[config.mk]
export PLATFORM = sky130hd
export DESIGN_NAME = mini_cnn_pe_loader_flat
export DESIGN_NICKNAME = d
export VERILOG_FILES = /design/src/rtl/cnn_pkg.sv /design/src/rtl/mini_cnn_pe_loader_if.sv /design/src/rtl/mini_cnn_pe_loader.sv /design/src/flat_wrapper.sv
export SDC_FILE = /design/constraint.sdc
export NUM_CORES = 1
export LEC_CHECK = 0
export ABC_AREA = 1
export CAP_MARGIN = 20
export CORE_MARGIN = 2
export CORE_UTILIZATION = 36
export CTS_CLUSTER_DIAMETER = 50
export DETAILED_ROUTE_END_ITERATION = 10
export PLACE_DENSITY = 0.64
export SYNTH_ARGS = -nofsm -noshare
export SYNTH_HDL_FRONTEND = slang
export SYNTH_SLANG_ARGS = --single-unit
[constraint.sdc]
create_clock -name clk -period 7.5 [get_ports clk]
set_input_delay 1.125 -clock clk [delete_from_list [all_inputs] [get_ports clk]]
set_output_delay 1.125 -clock clk [all_outputs]
set_load 0.005 [all_outputs]
[src/rtl/cnn_pkg.sv]
// rtl/cnn_pkg.sv - shared constants, defaults and loader state type for the mini CNN PE path
package cnn_pkg;

    localparam int DEF_WIN_SIZE = 9;
    localparam int DEF_DATA_W   = 8;
    localparam int DEF_OUT_W    = 32;

    localparam logic [1:0] MODE_RELU    = 2'b00;
    localparam logic [1:0] MODE_MAXPOOL = 2'b01;
    localparam logic [1:0] MODE_RAW     = 2'b10;

    typedef enum logic [2:0] {
        LD_IDLE,
        LD_LOAD,
        LD_GAP,
        LD_WAIT,
        LD_RESP
    } loader_state_t;

endpackage

[src/rtl/mini_cnn_pe_loader_if.sv]
// rtl/mini_cnn_pe_loader_if.sv - request, PE load port and response signals of the PE loader
//
// Groups:
//   req_*  : window request in (valid/ready), pixels/kernel packed k at [k*DATA_W +: DATA_W]
//   pe_*   : serial load port towards one mini_cnn_pe (data/start/mode out, done/result in)
//   rsp_*  : result response out (valid/ready), rsp_err flags a PE timeout
// Modports: slave = the loader, master = host plus PE side.
interface mini_cnn_pe_loader_if
    import cnn_pkg::*;
#(
    parameter int WIN_SIZE = DEF_WIN_SIZE,
    parameter int DATA_W   = DEF_DATA_W,
    parameter int OUT_W    = DEF_OUT_W
) ();

    logic                       req_valid;
    logic                       req_ready;
    logic [WIN_SIZE*DATA_W-1:0] req_pixels;
    logic [WIN_SIZE*DATA_W-1:0] req_kernel;
    logic [1:0]                 req_mode;

    logic [DATA_W-1:0]          pe_data;
    logic                       pe_start;
    logic [1:0]                 pe_mode;
    logic                       pe_done;
    logic [OUT_W-1:0]           pe_result;

    logic                       rsp_valid;
    logic                       rsp_ready;
    logic [OUT_W-1:0]           rsp_result;
    logic                       rsp_err;

    modport slave (
        input  req_valid, req_pixels, req_kernel, req_mode,
        output req_ready,
        output pe_data, pe_start, pe_mode,
        input  pe_done, pe_result,
        output rsp_valid, rsp_result, rsp_err,
        input  rsp_ready
    );

    modport master (
        output req_valid, req_pixels, req_kernel, req_mode,
        input  req_ready,
        input  pe_data, pe_start, pe_mode,
        output pe_done, pe_result,
        input  rsp_valid, rsp_result, rsp_err,
        output rsp_ready
    );

endinterface

[src/rtl/mini_cnn_pe_loader.sv]
// rtl/mini_cnn_pe_loader.sv - streams one window request into mini_cnn_pe and returns its result
//
// Ports:
//   clk  : sole clock, rising edge
//   rst  : asynchronous active-high reset
//   bus  : mini_cnn_pe_loader_if.slave (request in, PE load port, response out)
// All bus outputs are registered. One job at a time: IDLE -> LOAD -> GAP -> WAIT -> RESP.
module mini_cnn_pe_loader
    import cnn_pkg::*;
#(
    parameter int WIN_SIZE = DEF_WIN_SIZE,
    parameter int DATA_W   = DEF_DATA_W,
    parameter int OUT_W    = DEF_OUT_W,
    parameter int TIMEOUT  = 1024
) (
    input  logic                 clk,
    input  logic                 rst,
    mini_cnn_pe_loader_if.slave  bus
);

    localparam int NBYTES = 2 * WIN_SIZE;
    localparam int IDX_W  = $clog2(NBYTES);
    localparam int CNT_W  = $clog2(TIMEOUT + 1);
    localparam logic [IDX_W-1:0] LAST_IDX    = IDX_W'(NBYTES - 1);
    localparam logic [CNT_W-1:0] TIMEOUT_CNT = CNT_W'(TIMEOUT);

    loader_state_t              state_q;
    logic [NBYTES*DATA_W-1:0]   bytes_q;     // {kernel, pixels}: byte k at [k*DATA_W +: DATA_W]
    logic [IDX_W-1:0]           idx_q;       // index of the byte currently on pe_data
    logic [IDX_W-1:0]           idx_d;
    logic [CNT_W-1:0]           cnt_q;
    logic                       req_ready_q;
    logic                       pe_start_q;
    logic [DATA_W-1:0]          pe_data_q;
    logic [1:0]                 pe_mode_q;
    logic                       rsp_valid_q;
    logic [OUT_W-1:0]           rsp_result_q;
    logic                       rsp_err_q;

    assign idx_d = idx_q + 1'b1;

    always_ff @(posedge clk or posedge rst) begin
        if (rst) begin
            state_q      <= LD_IDLE;
            bytes_q      <= '0;
            idx_q        <= '0;
            cnt_q        <= '0;
            req_ready_q  <= 1'b0;
            pe_start_q   <= 1'b0;
            pe_data_q    <= '0;
            pe_mode_q    <= MODE_RELU;
            rsp_valid_q  <= 1'b0;
            rsp_result_q <= '0;
            rsp_err_q    <= 1'b0;
        end else begin
            case (state_q)
                LD_IDLE: begin
                    req_ready_q <= 1'b1;
                    if (bus.req_valid && req_ready_q) begin
                        bytes_q     <= {bus.req_kernel, bus.req_pixels};
                        pe_mode_q   <= bus.req_mode;
                        idx_q       <= '0;
                        // The latch lands on this same edge, so byte 0 comes straight from the input.
                        pe_data_q   <= bus.req_pixels[DATA_W-1:0];
                        pe_start_q  <= 1'b1;
                        req_ready_q <= 1'b0;
                        state_q     <= LD_LOAD;
                    end
                end
                LD_LOAD: begin
                    if (idx_q == LAST_IDX) begin
                        pe_start_q <= 1'b0;
                        pe_data_q  <= '0;
                        state_q    <= LD_GAP;
                    end else begin
                        pe_data_q <= bytes_q[int'(idx_d)*DATA_W +: DATA_W];
                        idx_q     <= idx_d;
                    end
                end
                LD_GAP: begin
                    cnt_q   <= '0;
                    state_q <= LD_WAIT;
                end
                LD_WAIT: begin
                    // done is checked first so it wins over a coincident timeout.
                    if (bus.pe_done) begin
                        rsp_result_q <= bus.pe_result;
                        rsp_err_q    <= 1'b0;
                        rsp_valid_q  <= 1'b1;
                        state_q      <= LD_RESP;
                    end else if (cnt_q == TIMEOUT_CNT) begin
                        rsp_result_q <= '0;
                        rsp_err_q    <= 1'b1;
                        rsp_valid_q  <= 1'b1;
                        state_q      <= LD_RESP;
                    end else begin
                        cnt_q <= cnt_q + 1'b1;
                    end
                end
                LD_RESP: begin
                    if (bus.rsp_ready) begin
                        rsp_valid_q <= 1'b0;
                        req_ready_q <= 1'b1;
                        state_q     <= LD_IDLE;
                    end
                end
                default: begin
                    state_q <= LD_IDLE;
                end
            endcase
        end
    end

    assign bus.req_ready  = req_ready_q;
    assign bus.pe_start   = pe_start_q;
    assign bus.pe_data    = pe_data_q;
    assign bus.pe_mode    = pe_mode_q;
    assign bus.rsp_valid  = rsp_valid_q;
    assign bus.rsp_result = rsp_result_q;
    assign bus.rsp_err    = rsp_err_q;

endmodule
[src/flat_wrapper.sv]
// flat-port wrapper written by rule: the top's interface ports become plain ports
module mini_cnn_pe_loader_flat import cnn_pkg::*;
#(
    parameter int WIN_SIZE = DEF_WIN_SIZE,
    parameter int DATA_W   = DEF_DATA_W,
    parameter int OUT_W    = DEF_OUT_W,
    parameter int TIMEOUT  = 1024
)
  (clk, rst, bus_req_valid, bus_req_pixels, bus_req_kernel, bus_req_mode, bus_req_ready, bus_pe_data, bus_pe_start, bus_pe_mode, bus_pe_done, bus_pe_result, bus_rsp_valid, bus_rsp_result, bus_rsp_err, bus_rsp_ready);
  mini_cnn_pe_loader_if #(.WIN_SIZE(WIN_SIZE), .DATA_W(DATA_W), .OUT_W(OUT_W)) bus_i ();
  input  logic clk;
  input  logic rst;
  input wire logic [$bits(bus_i.req_valid)-1:0] bus_req_valid;
  input wire logic [$bits(bus_i.req_pixels)-1:0] bus_req_pixels;
  input wire logic [$bits(bus_i.req_kernel)-1:0] bus_req_kernel;
  input wire logic [$bits(bus_i.req_mode)-1:0] bus_req_mode;
  output wire logic [$bits(bus_i.req_ready)-1:0] bus_req_ready;
  output wire logic [$bits(bus_i.pe_data)-1:0] bus_pe_data;
  output wire logic [$bits(bus_i.pe_start)-1:0] bus_pe_start;
  output wire logic [$bits(bus_i.pe_mode)-1:0] bus_pe_mode;
  input wire logic [$bits(bus_i.pe_done)-1:0] bus_pe_done;
  input wire logic [$bits(bus_i.pe_result)-1:0] bus_pe_result;
  output wire logic [$bits(bus_i.rsp_valid)-1:0] bus_rsp_valid;
  output wire logic [$bits(bus_i.rsp_result)-1:0] bus_rsp_result;
  output wire logic [$bits(bus_i.rsp_err)-1:0] bus_rsp_err;
  input wire logic [$bits(bus_i.rsp_ready)-1:0] bus_rsp_ready;
  assign bus_i.req_valid = bus_req_valid;
  assign bus_i.req_pixels = bus_req_pixels;
  assign bus_i.req_kernel = bus_req_kernel;
  assign bus_i.req_mode = bus_req_mode;
  assign bus_req_ready = bus_i.req_ready;
  assign bus_pe_data = bus_i.pe_data;
  assign bus_pe_start = bus_i.pe_start;
  assign bus_pe_mode = bus_i.pe_mode;
  assign bus_i.pe_done = bus_pe_done;
  assign bus_i.pe_result = bus_pe_result;
  assign bus_rsp_valid = bus_i.rsp_valid;
  assign bus_rsp_result = bus_i.rsp_result;
  assign bus_rsp_err = bus_i.rsp_err;
  assign bus_i.rsp_ready = bus_rsp_ready;
  mini_cnn_pe_loader #(.WIN_SIZE(WIN_SIZE), .DATA_W(DATA_W), .OUT_W(OUT_W), .TIMEOUT(TIMEOUT)) u_core (.clk(clk), .rst(rst), .bus(bus_i));
endmodule
==> run summary <==
Status: finished clean
PD cells: 426 mW/mm^2
R2R cell count: 10
Final #Nets: 1,600
1st-iter DRT viols: 660
CP required: 7.88 ns
Die area: 0.0287 mm^2
Final setup TNS: 0 ns
Ant diodes: 0
Crit. End Element: flop
# Max-Cap Violations: 0
Highest net fanout along the worst path: 119
Worst hold path class: reg -> reg
Hold path depth: 2
RD Place Congestion: 0.823
Final hold slack: 0.474 ns
Worst setup path category: in -> reg
Pre-antenna DRT Iters: 5
Hold_buf cts: 0
Post_cts resized: 0
Area grow syn2layout: 35.8%
Switching Share: 0.390
Syn Inst Count: 1,209
Post-DR wirelength/cell: 16.1 um
Remaining global-route overflow: 0
Clk_lat worst skew: 0.53 ns
CORE AREA: 0.0270 mm^2
Tcrit/Tclk final: 0.405
Psw: 2.23 mW
Async set or reset register ratio after synthesis: 1.00
Gr usage total: 0.199
Synth top area cells: dfrtp_1 53%, nand2_1 14%, o21ai_0 8.1%
Synth cell types: 32
Fill count: 2,530
Final setup fails: 0
Avg Cell Area, Syn: 8.15 um^2
Max frequency: 329 MHz
Row count: 60
Syn. warnings: 0
Synth Register Bits: 209
CTS Root Buffer Type: clkbuf_16
Clk sinks: 209
Vert. Die Dim: 169 um
Top-area cell type share of the netlist area: 0.531
Seq/Total Area, Yosys: 0.531
Pin slew with the least headroom to its limit: 1.00 ns
Postcts setup bufs: 0
Final number of hold-violating endpoints: 0
Post-route minimum period: 3.04 ns
EDFF count, synth: 0
Synth Flop Type: dfrtp_1
Power share of the sequential group: 0.324
Logic pwr share: 0.424
CTS tree: done
Leakage: 6.24 nW
Port bufs: 228
Detailed Route WL: 28,600 um
Initial antenna violation count: 0
Fraction of layout cells with a size suffix above 1: 0.0537
Clock group share of total power: 0.252
Synth area leader: dfrtp_1
DRC: 0
Clk pin slew, worst setup/hold paths: 0.06 ns
Wire length of the first global-routing pass: 45,500 um
Count leader, synth: nand2_1
CP Launch Type: input port
Post-DR vias/cell: 4.82
Die width: 169 um
Clock buffer depth: 3
Cell Area, Synth: 0.00986 mm^2
Largest net degree at the start of global routing: 138
Internal power: 3.48 mW
Total CTS buffers: 29
CP Data Arrival Time: 3.42 ns
Syn_nets: 1,396
Power Total: 5.71 mW
Most frequent cells after synthesis: 367 x nand2_1, 209 x dfrtp_1, 165 x inv_1
Starting density of the core: 0.366
Max-slew violations: 0
Maximum vdd drop: 0.000213 V
RSZ-0062 raised after global routing: false
Vias in the first global route: 8,467
Max transition margin: 0.333
Routed vias: 8,561
Max H-tree Level: 1
I/O pin count: 229
Detail Route Antenna Nets: 0
Final Skew: 0.00814 ns
DP HPWL: 19,400 um
## critical path: stages
cell             delay [ns]
clkdlybuf4s50_1        0.48
nand3_1                0.08
buf_4                  0.24
inv_6                  0.57
buf_4                  0.66
o21ai_0                0.19
## area by class of cell
type / count / area, um^2 / share of cell area
Timing Repair Buffer: 238 / 2390 / 0.179
Multi-Input combinational cell: 769 / 3690 / 0.275
Inverter: 166 / 636 / 0.0475
Clock inverter: 16 / 219 / 0.0164
Sequential cell: 209 / 5230 / 0.391
Clock buffer: 37 / 796 / 0.0595
Tap cell: 341 / 427 / 0.0319
## power groups by stage
stage / Sequential, mW / Clock [mW] / Combinational (mW)
after CTS: 1.85 / 1.47 / 2.43
after detailed placement: 1.86 / 0 / 2.41
after global routing: 1.91 / 1.52 / 2.74
after floorplan: 1.83 / 0 / 1.57
final: 1.85 / 1.44 / 2.42
after global placement: 1.85 / 0 / 2.38
## routing by layer
metal,vias up,wire length (um),track usage
met1,4008,13200,0.283
met5,-,0,0
met2,236,13400,0.322
met3,49,1430,0.0266
li1,4268,-,-
met4,0,657,0.0546
## cells in the final DEF, fill, tap and decap left out, types with 6 or more instances in the layout
master and instances:
nand2_1 367, inv_6 8, nor3_1 10, a21oi_2 6
dfrtp_1 208, nand3_1 128, a22o_1 32, nor2_1 20
clkdlybuf4s50_1 228, buf_4 8, inv_1 162, o21ai_0 160
a21oi_1 11, nand4_1 8, clkbuf_16 29
## state kept, by name, summed over array words and instances (netlist names)
name / flops
u_core.bus.pe_data: 8
u_core.bus.pe_mode: 2
u_core.bus.pe_start: 1
u_core.bus.req_ready: 1
u_core.bus.rsp_err: 1
u_core.bus.rsp_result: 32
u_core.bus.rsp_valid: 1
u_core.bytes_q: 144
u_core.cnt_q: 11
u_core.idx_q: 5
u_core.state_q: 3
## worst paths after layout
| check | start | to | slack, ns |
|---|---|---|---|
| worst max-delay path | bus_req_valid | u_core.bytes_q[46] | 4.46 |
| worst min-delay path | u_core.bytes_q[134] | u_core.bytes_q[134] | 0.47 |
| worst max register to register | u_core.idx_q[0] | u_core.bus.pe_data[1] | 4.48 |
| worst min register to register | u_core.bytes_q[134] | u_core.bytes_q[134] | 0.47 |
| max in group asynchronous | rst | u_core.idx_q[0] | 4.81 |
| min in group asynchronous | rst | u_core.bytes_q[93] | 1.18 |
## logic make-up after synthesis
logic type / count (synthesis) / synth area share
AO/OA/AOI/OAI: 220 / 0.129
XOR/XNOR: 8 / 0.0132
adder cells (fa/ha/maj): 4 / 0.00508
buffers and inverters: 231 / 0.0953
flip-flops: 209 / 0.531
AND/OR/NAND/NOR: 537 / 0.227
## metrics by stage
step                      instance area, um^2  cells   util  setup slack, ns
final                                   13400   1776  0.497             4.46
after global routing                    13400   1776  0.497             4.22
after floorplan                          9860   1209      -            0.666
after detailed placement                12300   1721  0.457             3.93
after CTS                               13300   1774  0.495             4.42
after global placement                  12300   1721  0.457             3.99
(Power assumes the default switching activity.)
